$ cat src/rtl/ft2232h_pkg.sv
// Shared FT2232H synchronous-FIFO definitions, common to the receive and transmit sides.
package ft2232h_pkg;

    localparam int FT_DATA_W = 8;

    typedef enum logic [1:0] {
        IDLE = 2'd0,
        OE   = 2'd1,
        READ = 2'd2
    } ft_state_t;

endpackage

$ cat src/rtl/rx_fifo.sv
// Small power-of-two FIFO for received bytes: registered write, combinational head read.
module rx_fifo #(
    parameter int DEPTH = 4,
    parameter int WIDTH = 8
) (
    input  logic                     clk,
    input  logic                     reset,
    input  logic                     push,
    input  logic [WIDTH-1:0]         din,
    input  logic                     pop,
    output logic [WIDTH-1:0]         dout,
    output logic [$clog2(DEPTH):0]   count
);

    localparam int PTR_W = $clog2(DEPTH);

    logic [WIDTH-1:0] mem [DEPTH];
    logic [PTR_W-1:0] wr_ptr;
    logic [PTR_W-1:0] rd_ptr;

    // Storage carries no reset; stale contents are never visible while count is zero.
    always_ff @(posedge clk) begin
        if (push) begin
            mem[wr_ptr] <= din;
        end
    end

    always_ff @(posedge clk or posedge reset) begin
        if (reset) begin
            wr_ptr <= '0;
            rd_ptr <= '0;
            count  <= '0;
        end else begin
            if (push) begin
                wr_ptr <= wr_ptr + PTR_W'(1);
            end
            if (pop) begin
                rd_ptr <= rd_ptr + PTR_W'(1);
            end
            if (push && !pop) begin
                count <= count + (PTR_W + 1)'(1);
            end else if (pop && !push) begin
                count <= count - (PTR_W + 1)'(1);
            end
        end
    end

    assign dout = mem[rd_ptr];

endmodule

$ cat src/rtl/ft2232h_rx.sv
// FT2232H synchronous-FIFO receive engine: drives OE#/RD#, buffers captured bytes
// for a valid/ready consumer and counts every byte taken from the device.
module ft2232h_rx
    import ft2232h_pkg::*;
#(
    parameter int DEPTH = 4,
    parameter int CNT_W = 16
) (
    input  logic                 clk,
    input  logic                 reset,
    input  logic                 rxf_n,
    input  logic [FT_DATA_W-1:0] data_in,
    output logic                 oe_n,
    output logic                 rd_n,
    output logic [FT_DATA_W-1:0] out_data,
    output logic                 out_valid,
    input  logic                 out_ready,
    output logic [CNT_W-1:0]     byte_count
);

    localparam int FIFO_CNT_W = $clog2(DEPTH) + 1;
    localparam logic [FIFO_CNT_W:0] DEPTH_V = (FIFO_CNT_W + 1)'(DEPTH);

    ft_state_t state;
    ft_state_t state_next;

    logic                  push;
    logic                  pop;
    logic                  room;
    logic [FIFO_CNT_W-1:0] count;
    logic [FIFO_CNT_W:0]   count_next;

    assign push       = (state == READ) && !rxf_n;
    assign out_valid  = (count != '0);
    assign pop        = out_valid && out_ready;
    assign count_next = {1'b0, count} + (FIFO_CNT_W + 1)'(push) - (FIFO_CNT_W + 1)'(pop);
    assign room       = (count_next < DEPTH_V);

    // Room is judged on the occupancy after this edge, so a full buffer that is
    // draining in the same cycle still lets RD# stay low.
    always_comb begin
        state_next = state;
        case (state)
            IDLE: begin
                if (!rxf_n && room) begin
                    state_next = OE;
                end
            end
            OE: begin
                if (rxf_n) begin
                    state_next = IDLE;
                end else if (room) begin
                    state_next = READ;
                end
            end
            READ: begin
                if (rxf_n) begin
                    state_next = IDLE;
                end else if (!room) begin
                    state_next = OE;
                end
            end
            default: state_next = IDLE;
        endcase
    end

    // Strobes are registered copies of the next-state decode, so they always
    // agree with the state register and never see input glitches.
    always_ff @(posedge clk or posedge reset) begin
        if (reset) begin
            state <= IDLE;
            oe_n  <= 1'b1;
            rd_n  <= 1'b1;
        end else begin
            state <= state_next;
            oe_n  <= (state_next == IDLE);
            rd_n  <= (state_next != READ);
        end
    end

    always_ff @(posedge clk or posedge reset) begin
        if (reset) begin
            byte_count <= '0;
        end else if (push) begin
            byte_count <= byte_count + CNT_W'(1);
        end
    end

    rx_fifo #(
        .DEPTH (DEPTH),
        .WIDTH (FT_DATA_W)
    ) u_fifo (
        .clk   (clk),
        .reset (reset),
        .push  (push),
        .din   (data_in),
        .pop   (pop),
        .dout  (out_data),
        .count (count)
    );

endmodule

$ cat config.mk
export PLATFORM = sky130hd
export DESIGN_NAME = ft2232h_rx
export DESIGN_NICKNAME = d
export VERILOG_FILES = /design/src/rtl/ft2232h_pkg.sv /design/src/rtl/rx_fifo.sv /design/src/rtl/ft2232h_rx.sv
export SDC_FILE = /design/constraint.sdc
export NUM_CORES = 1
export LEC_CHECK = 0
export CAP_MARGIN = 0
export CORE_ASPECT_RATIO = 2
export CORE_UTILIZATION = 48
export CTS_CLUSTER_SIZE = 30
export DETAILED_ROUTE_END_ITERATION = 10
export PLACE_DENSITY = 0.78
export SLEW_MARGIN = 20
export SYNTH_ARGS = -nofsm -noshare
export SYNTH_HDL_FRONTEND = slang
export SYNTH_SLANG_ARGS = --single-unit
$ cat constraint.sdc
create_clock -name clk -period 2.41 [get_ports clk]
set_input_delay 0.3615 -clock clk [delete_from_list [all_inputs] [get_ports clk]]
set_output_delay 0.3615 -clock clk [all_outputs]
set_load 0.005 [all_outputs]
## Yosys cells after proc, flatten, opt, wreduce, memory -nomap -nowiden

Memory sizes are Yosys's and may differ from the RTL's.
Cells that the tools add are included.

| operators by class | value |
|---|---|
| multipliers | 0 |
| mux-type cells | 10 |
| magnitude comparators | 1 |
| shifts and indexed selects | 0 |
| add/sub/neg operators | 7 |
| equal/unequal tests | 3 |
| divide/modulo/power cells | 0 |
| reductions and logical operators | 12 |
| bitwise logic cells | 0 |

Operator list:

| cell | number |
|---|---|
| 16-bit by 1-bit adder with 16-bit output, second input constant | 1 |
| 2-bit 2-to-1 mux | 5 |
| 3-bit 2-to-1 mux | 2 |
| 2-bit one-hot mux with 3 select lines | 1 |
| 1-bit logical AND | 5 |
| 2-bit by 1-bit adder with 2-bit output, second input constant | 2 |
| 3-bit by 1-bit adder with 4-bit output | 1 |
| 2-bit zero test | 2 |
| 4-bit by 3-bit less-than comparator with 1-bit output, second input constant | 1 |
| 4-bit by 1-bit subtractor with 4-bit output | 1 |
| 3-bit by 1-bit adder with 3-bit output, second input constant | 1 |
| 1-bit zero test | 3 |
| 3-bit nonzero test | 1 |
| 3-bit by 1-bit subtractor with 3-bit output, second input constant | 1 |
| 2-bit by 1-bit == test with 1-bit output, second input constant | 1 |
| 2-bit == test, second input constant | 1 |
| 1-bit 2-to-1 mux | 2 |
| 2-bit inequality test, second input constant | 1 |
| 2-bit nonzero test | 1 |

| storage, ports and cells | value |
|---|---|
| bits of input ports | 12 |
| memories kept | 1 |
| ROM bits | 0 |
| output and inout port bits | 27 |
| flip-flop bits (word level) | 27 |
| RAM bits | 32 |
| logic and storage cells | 41 |
| latch bits | 0 |

Memory list:

| memory | words | bits a word | rd ports | clocked after memory_dff | write ports | RTL line | source |
|---|---|---|---|---|---|---|---|
| u_fifo.mem | 4 | 8 | 1 | 0 | 1 | rx_fifo.sv:17 | `logic [WIDTH-1:0] mem [DEPTH];` |

## Logic depth before layout (Yosys ltp)

| logic depth | value |
|---|---|
| depth after elaboration | 9 |
| mapped depth | 10 |
| depth with buffers taken out | 10 |

## Hierarchy

Synthesis repeated with hierarchy kept, for this count alone.

| second synthesis, totals | value |
|---|---|
| cell total of the unflattened synthesis | 167 |
| area total of the unflattened synthesis | 2576.2 um^2 |

By module, submodules not included:

| module | cells an instance | area each (um^2) | seq. area each (um^2) | times used |
|---|---|---|---|---|
| rx_fifo | 75 | 1539.0 | 1136.1 | 1 |
| ft2232h_rx | 92 | 1037.2 | 503.0 | 1 |

## Worst setup path after synthesis

OpenSTA, ideal clock, no wires.

| timing path | value |
|---|---|
| path type | flip-flop to flip-flop |
| from | register u_fifo.count[0] |
| to | register oe_n |
| arrival | 2.239 ns |
| period minus slack after synthesis | 2.345 ns |
| library setup time | 0.105 ns |
| cell stages (with the launch flop) | 11 |
| data required time | 2.305 ns |
| buffers on the path | 0 |
| slack | 0.065 ns |
| cells stage by stage | dfrtp_1 or3_1 nand2_1 inv_1 ha_1 inv_1 ha_1 nor2b_1 a41oi_2 nand2_2 o41ai_1 |

| between the ends | value |
|---|---|
| cells in the longest elaborated chain, start to end | 8 |
| elaborated cells on any way between the ends | 13 |
| classes of those cells | add/sub (2); order compare (1); mux (6); reduce/logical (4) |

RTL lines:

| what | RTL line | source |
|---|---|---|
| from (decl) | rx_fifo.sv:12 | `output logic [$clog2(DEPTH):0] count` |
| from (signal assigned) | rx_fifo.sv:41 | `count <= count + (PTR_W + 1)'(1);` |
| from (signal assigned) | rx_fifo.sv:43 | `count <= count - (PTR_W + 1)'(1);` |
| 3-bit nonzero test (*) | ft2232h_rx.sv:34 | `assign out_valid = (count != '0);` |
| net out_valid | ft2232h_rx.sv:16 | `output logic out_valid,` |
| 1-bit logical AND (*) | ft2232h_rx.sv:35 | `assign pop = out_valid && out_ready;` |
| net pop | ft2232h_rx.sv:28 | `logic pop;` |
| 4-bit by 1-bit subtractor with 4-bit output (*) | ft2232h_rx.sv:36 | `assign count_next = {1'b0, count} + (FIFO_CNT_W + 1)'(push) - (FIFO_CNT_W + 1)'(pop);` |
| 4-bit by 3-bit less-than comparator with 1-bit output (*) | ft2232h_rx.sv:37 | `assign room = (count_next < DEPTH_V);` |
| 2-bit 2-to-1 mux (tied with other cells) | ft2232h_rx.sv:59 | `end else if (!room) begin` |
| 2-bit 2-to-1 mux (on tied branches) | ft2232h_rx.sv:57, ft2232h_rx.sv:45, ft2232h_rx.sv:50 |  |
| 2-bit one-hot mux with 3 select lines (*) | ft2232h_rx.sv:43 | `case (state)` |
| 2-bit zero test (*) | ft2232h_rx.sv:76 | `oe_n <= (state_next == IDLE);` |
| to (signal assigned) | ft2232h_rx.sv:76 |  |
| to (decl) | ft2232h_rx.sv:13 | `output logic oe_n,` |

Mark *: on every way through the listed nets, which the timed path passes. The rest lies on a longest branch.
A chain may end at the register's enable or synchronous reset.

## Worst setup path after layout

| timing path | value |
|---|---|
| from | register u_fifo.rd_ptr[0] |
| to | output out_data[0] |

| between the ends | value |
|---|---|
| cells in the longest elaborated chain, start to end | 1 |

RTL lines:

| what | RTL line | source |
|---|---|---|
| from (decl) | rx_fifo.sv:19 | `logic [PTR_W-1:0] rd_ptr;` |
| from (signal assigned) | rx_fifo.sv:38 | `rd_ptr <= rd_ptr + PTR_W'(1);` |
| memory read 4 x 8 bit | - |  |
| to (decl) | ft2232h_rx.sv:15 | `output logic [FT_DATA_W-1:0] out_data,` |

No other way between the ends.

==> run metrics <==
hold buffer count at cts=0; Rows=37; Longest Clk Path Bufs=2; Crit Path Class=flip-flop to output port; Slew @ Worst Pin=406 ps; I/O Pins=39; Post-Synthesis Cells=173; Final Cell Area=3360 um2; total CTS buffers=9; Synth top area share=approximately 37%; Sink Count=59; leading area contributor after synthesis=edfxtp_1; unrepaired setup endpoints after global routing=no; post-layout worst setup margin=126 ps; maximum VDD drop=0.640 mV; most common cell after layout, fill and taps aside=clkdlybuf4s50_1; synthesized cell area=around 2600 um2; leak pwr=approximately 1.4 nW; layout cells sized above 1=roughly 23%; Post-synth EDFFs=32; Setup crit end kind=output port; crit share post-route=94.8%; crit-path max FO=8; IO buf count=38; max-cap viol count=0; Slew Limit Fails=0; Fmax=0.438 GHz; initial antenna violation count=0; Initial Util=50.5%; fill count=400; Worst R2R Path Depth=11; post-DR vias/cell=approximately 5.3; GRT Overall Usage=19.1%; worst rel slew slack=73.0%; outcome=complete, no violations; # diodes=0; Cell Area, Placed=3180 um2; HP Class=input pin to async pin; total grt overflow=0; skew final=~5.5 ps; CTS tree=done; fin nets=259; DR pass1 iterations=4; hpwl dp=roughly 3400 um; dpl ws=-155 ps; vias in the first global route=between 1500 and 2000; routed length per placed instance=15.2 um; Core ar.=slightly above 5000 um2; syn_nets=195; fin cells=300; area grow syn2layout=28.4%; Main synth FF type=edfxtp_1; endpoints failing setup=0; commonest non-fill, non-tap cells in the layout=clkdlybuf4s50_1 (38), edfxtp_1 (32), dfrtp_1 (25); placed insts=283; Residual DRC=0; multi-input logic area=slightly above 900 um2; die area=5780 um2; clock root cell=clkbuf_8; startpoint type of the worst setup path=flip-flop; mean post-synth cell area=roughly 15 um2; clock transition at the registers of the reported paths=approximately 60 ps; total number of vias=between 1500 and 2000; Reg area=1640 um2; PD cells=884 nW/um2; power consumption=2.97 mW; Final Hold Fails=0; 1st-iter DRT viols=32; largest cells by area after synthesis=edfxtp_1 (37%), dfrtp_1 (24%), mux4_2 (6.9%); register bit total from synthesis=59; largest net degree at the start of global routing=28; min Tclk post-route=2280 ps; Seq/Total Area, Yosys=62.6%; synth warn=0; crit path DAT=1920 ps; H-tree levels=3; Vert. Die Dim=106 um; DRT Wirelength=roughly 4600 um; Netlist cell types=43; GPL Wtd Cong=0.708; ys async rst share=between 40 and 50%; first-pass GRT wire length=7470 um; latest clock arrival within the worst-skew pair=between 300 and 400 ps; Antenna Nets Post-Route=0; WP data required=about 2100 ps; die width=54.2 um
-- worst max-delay path, stage by stage, from the launching register on --
cell and delay [ps]:
dfrtp_1 380, buf_4 220, mux4_2 530, clkdlybuf4s50_1 460
-- routing by layer --
metal	share of wire, %	track usage (%)	up-vias
met5	0	0	-
met1	36	19.2	778
met2	58	32.8	42
met3	4.5	5.87	6
met4	1.6	9.89	0
li1	-	-	760
-- layout make-up --
type	count	area share, %
inverters	10	1.49
well taps	58	2.16
multi-input cells	100	27.4
clock buffers	9	3.68
clock inverters	7	1.04
repair buffers	57	15.5
flip-flops and latches	59	48.7
-- per-stage QoR --
step / util (%) / TNS [ps] / hold slack (ps)
after floorplan: - / 0 / 413
after global placement: 61.4 / -106 / 459
after detailed placement: 61.4 / -347 / 475
after CTS: 64.5 / 0 / 388
after global routing: 64.9 / 0 / 445
final: 64.9 / 0 / 386
-- what timing repair did --
action | in CTS | in global routing
pin swaps | 1 | 3
gates resized for setup | 0 | 3
setup endpoints to repair | 1 | 2
cloned | 0 | 0
buffers inserted | 0 | 1
-- sequential cells by signal (all words and copies together), names as in the netlist --
| name | cells |
|---|---|
| u_fifo.wr_ptr | 2 |
| u_fifo.count | 3 |
| byte_count | 16 |
| u_fifo.mem | 32 |
| rd_n | 1 |
| oe_n | 1 |
| state | 2 |
| u_fifo.rd_ptr | 2 |
-- where the power goes --
group / switching [mW] / internal, mW
Clock: 0.365 / 0.355
Sequential: 0.104 / 1.17
Combinational: 0.397 / 0.585
Total: 0.867 / 2.11
-- cell families (layout without fill, tap and decap cells) --
kind of cell | count (synthesis) | after routing | share of synthesized area [%]
flip-flops | 59 | 59 | 62.6
buffers and inverters | 14 | 83 | 2.87
AND/OR/NAND/NOR | 47 | 47 | 11.2
XOR/XNOR | 21 | 21 | 7.02
multiplexers | 10 | 10 | 7.74
AO/OA/AOI/OAI | 12 | 12 | 3.58
adder cells (fa/ha/maj) | 10 | 10 | 5.06
-- final timing paths --
path	slack (ps)	to	startpoint
worst max-delay path	130	out_data[0]	u_fifo.rd_ptr[0]
worst min-delay path	390	u_fifo.count[0]	reset
worst max register to register	140	state[0]	u_fifo.count[0]
worst min register to register	480	byte_count[15]	byte_count[15]
max in group asynchronous	1720	rd_n	reset
min in group clk	480	byte_count[15]	byte_count[15]
-- cell usage after synthesis, types with 2 or more instances --
| master | n |
|---|---|
| edfxtp_1 | 32 |
| dfrtp_1 | 25 |
| xnor2_1 | 14 |
| ha_1 | 9 |
| inv_1 | 9 |
| nand2_1 | 9 |
| mux4_2 | 8 |
| xor2_1 | 7 |
| and2_1 | 5 |
| nand3_1 | 5 |
| nor2_1 | 5 |
| nand4_1 | 4 |
| or3_1 | 3 |
| a21oi_1 | 2 |
| and4_1 | 2 |
| buf_2 | 2 |
| dfstp_2 | 2 |
| mux2_2 | 2 |
| nor3_1 | 2 |
| o21ai_0 | 2 |
| or4b_2 | 2 |
No activity file was read; power rests on OpenSTA's default activity.
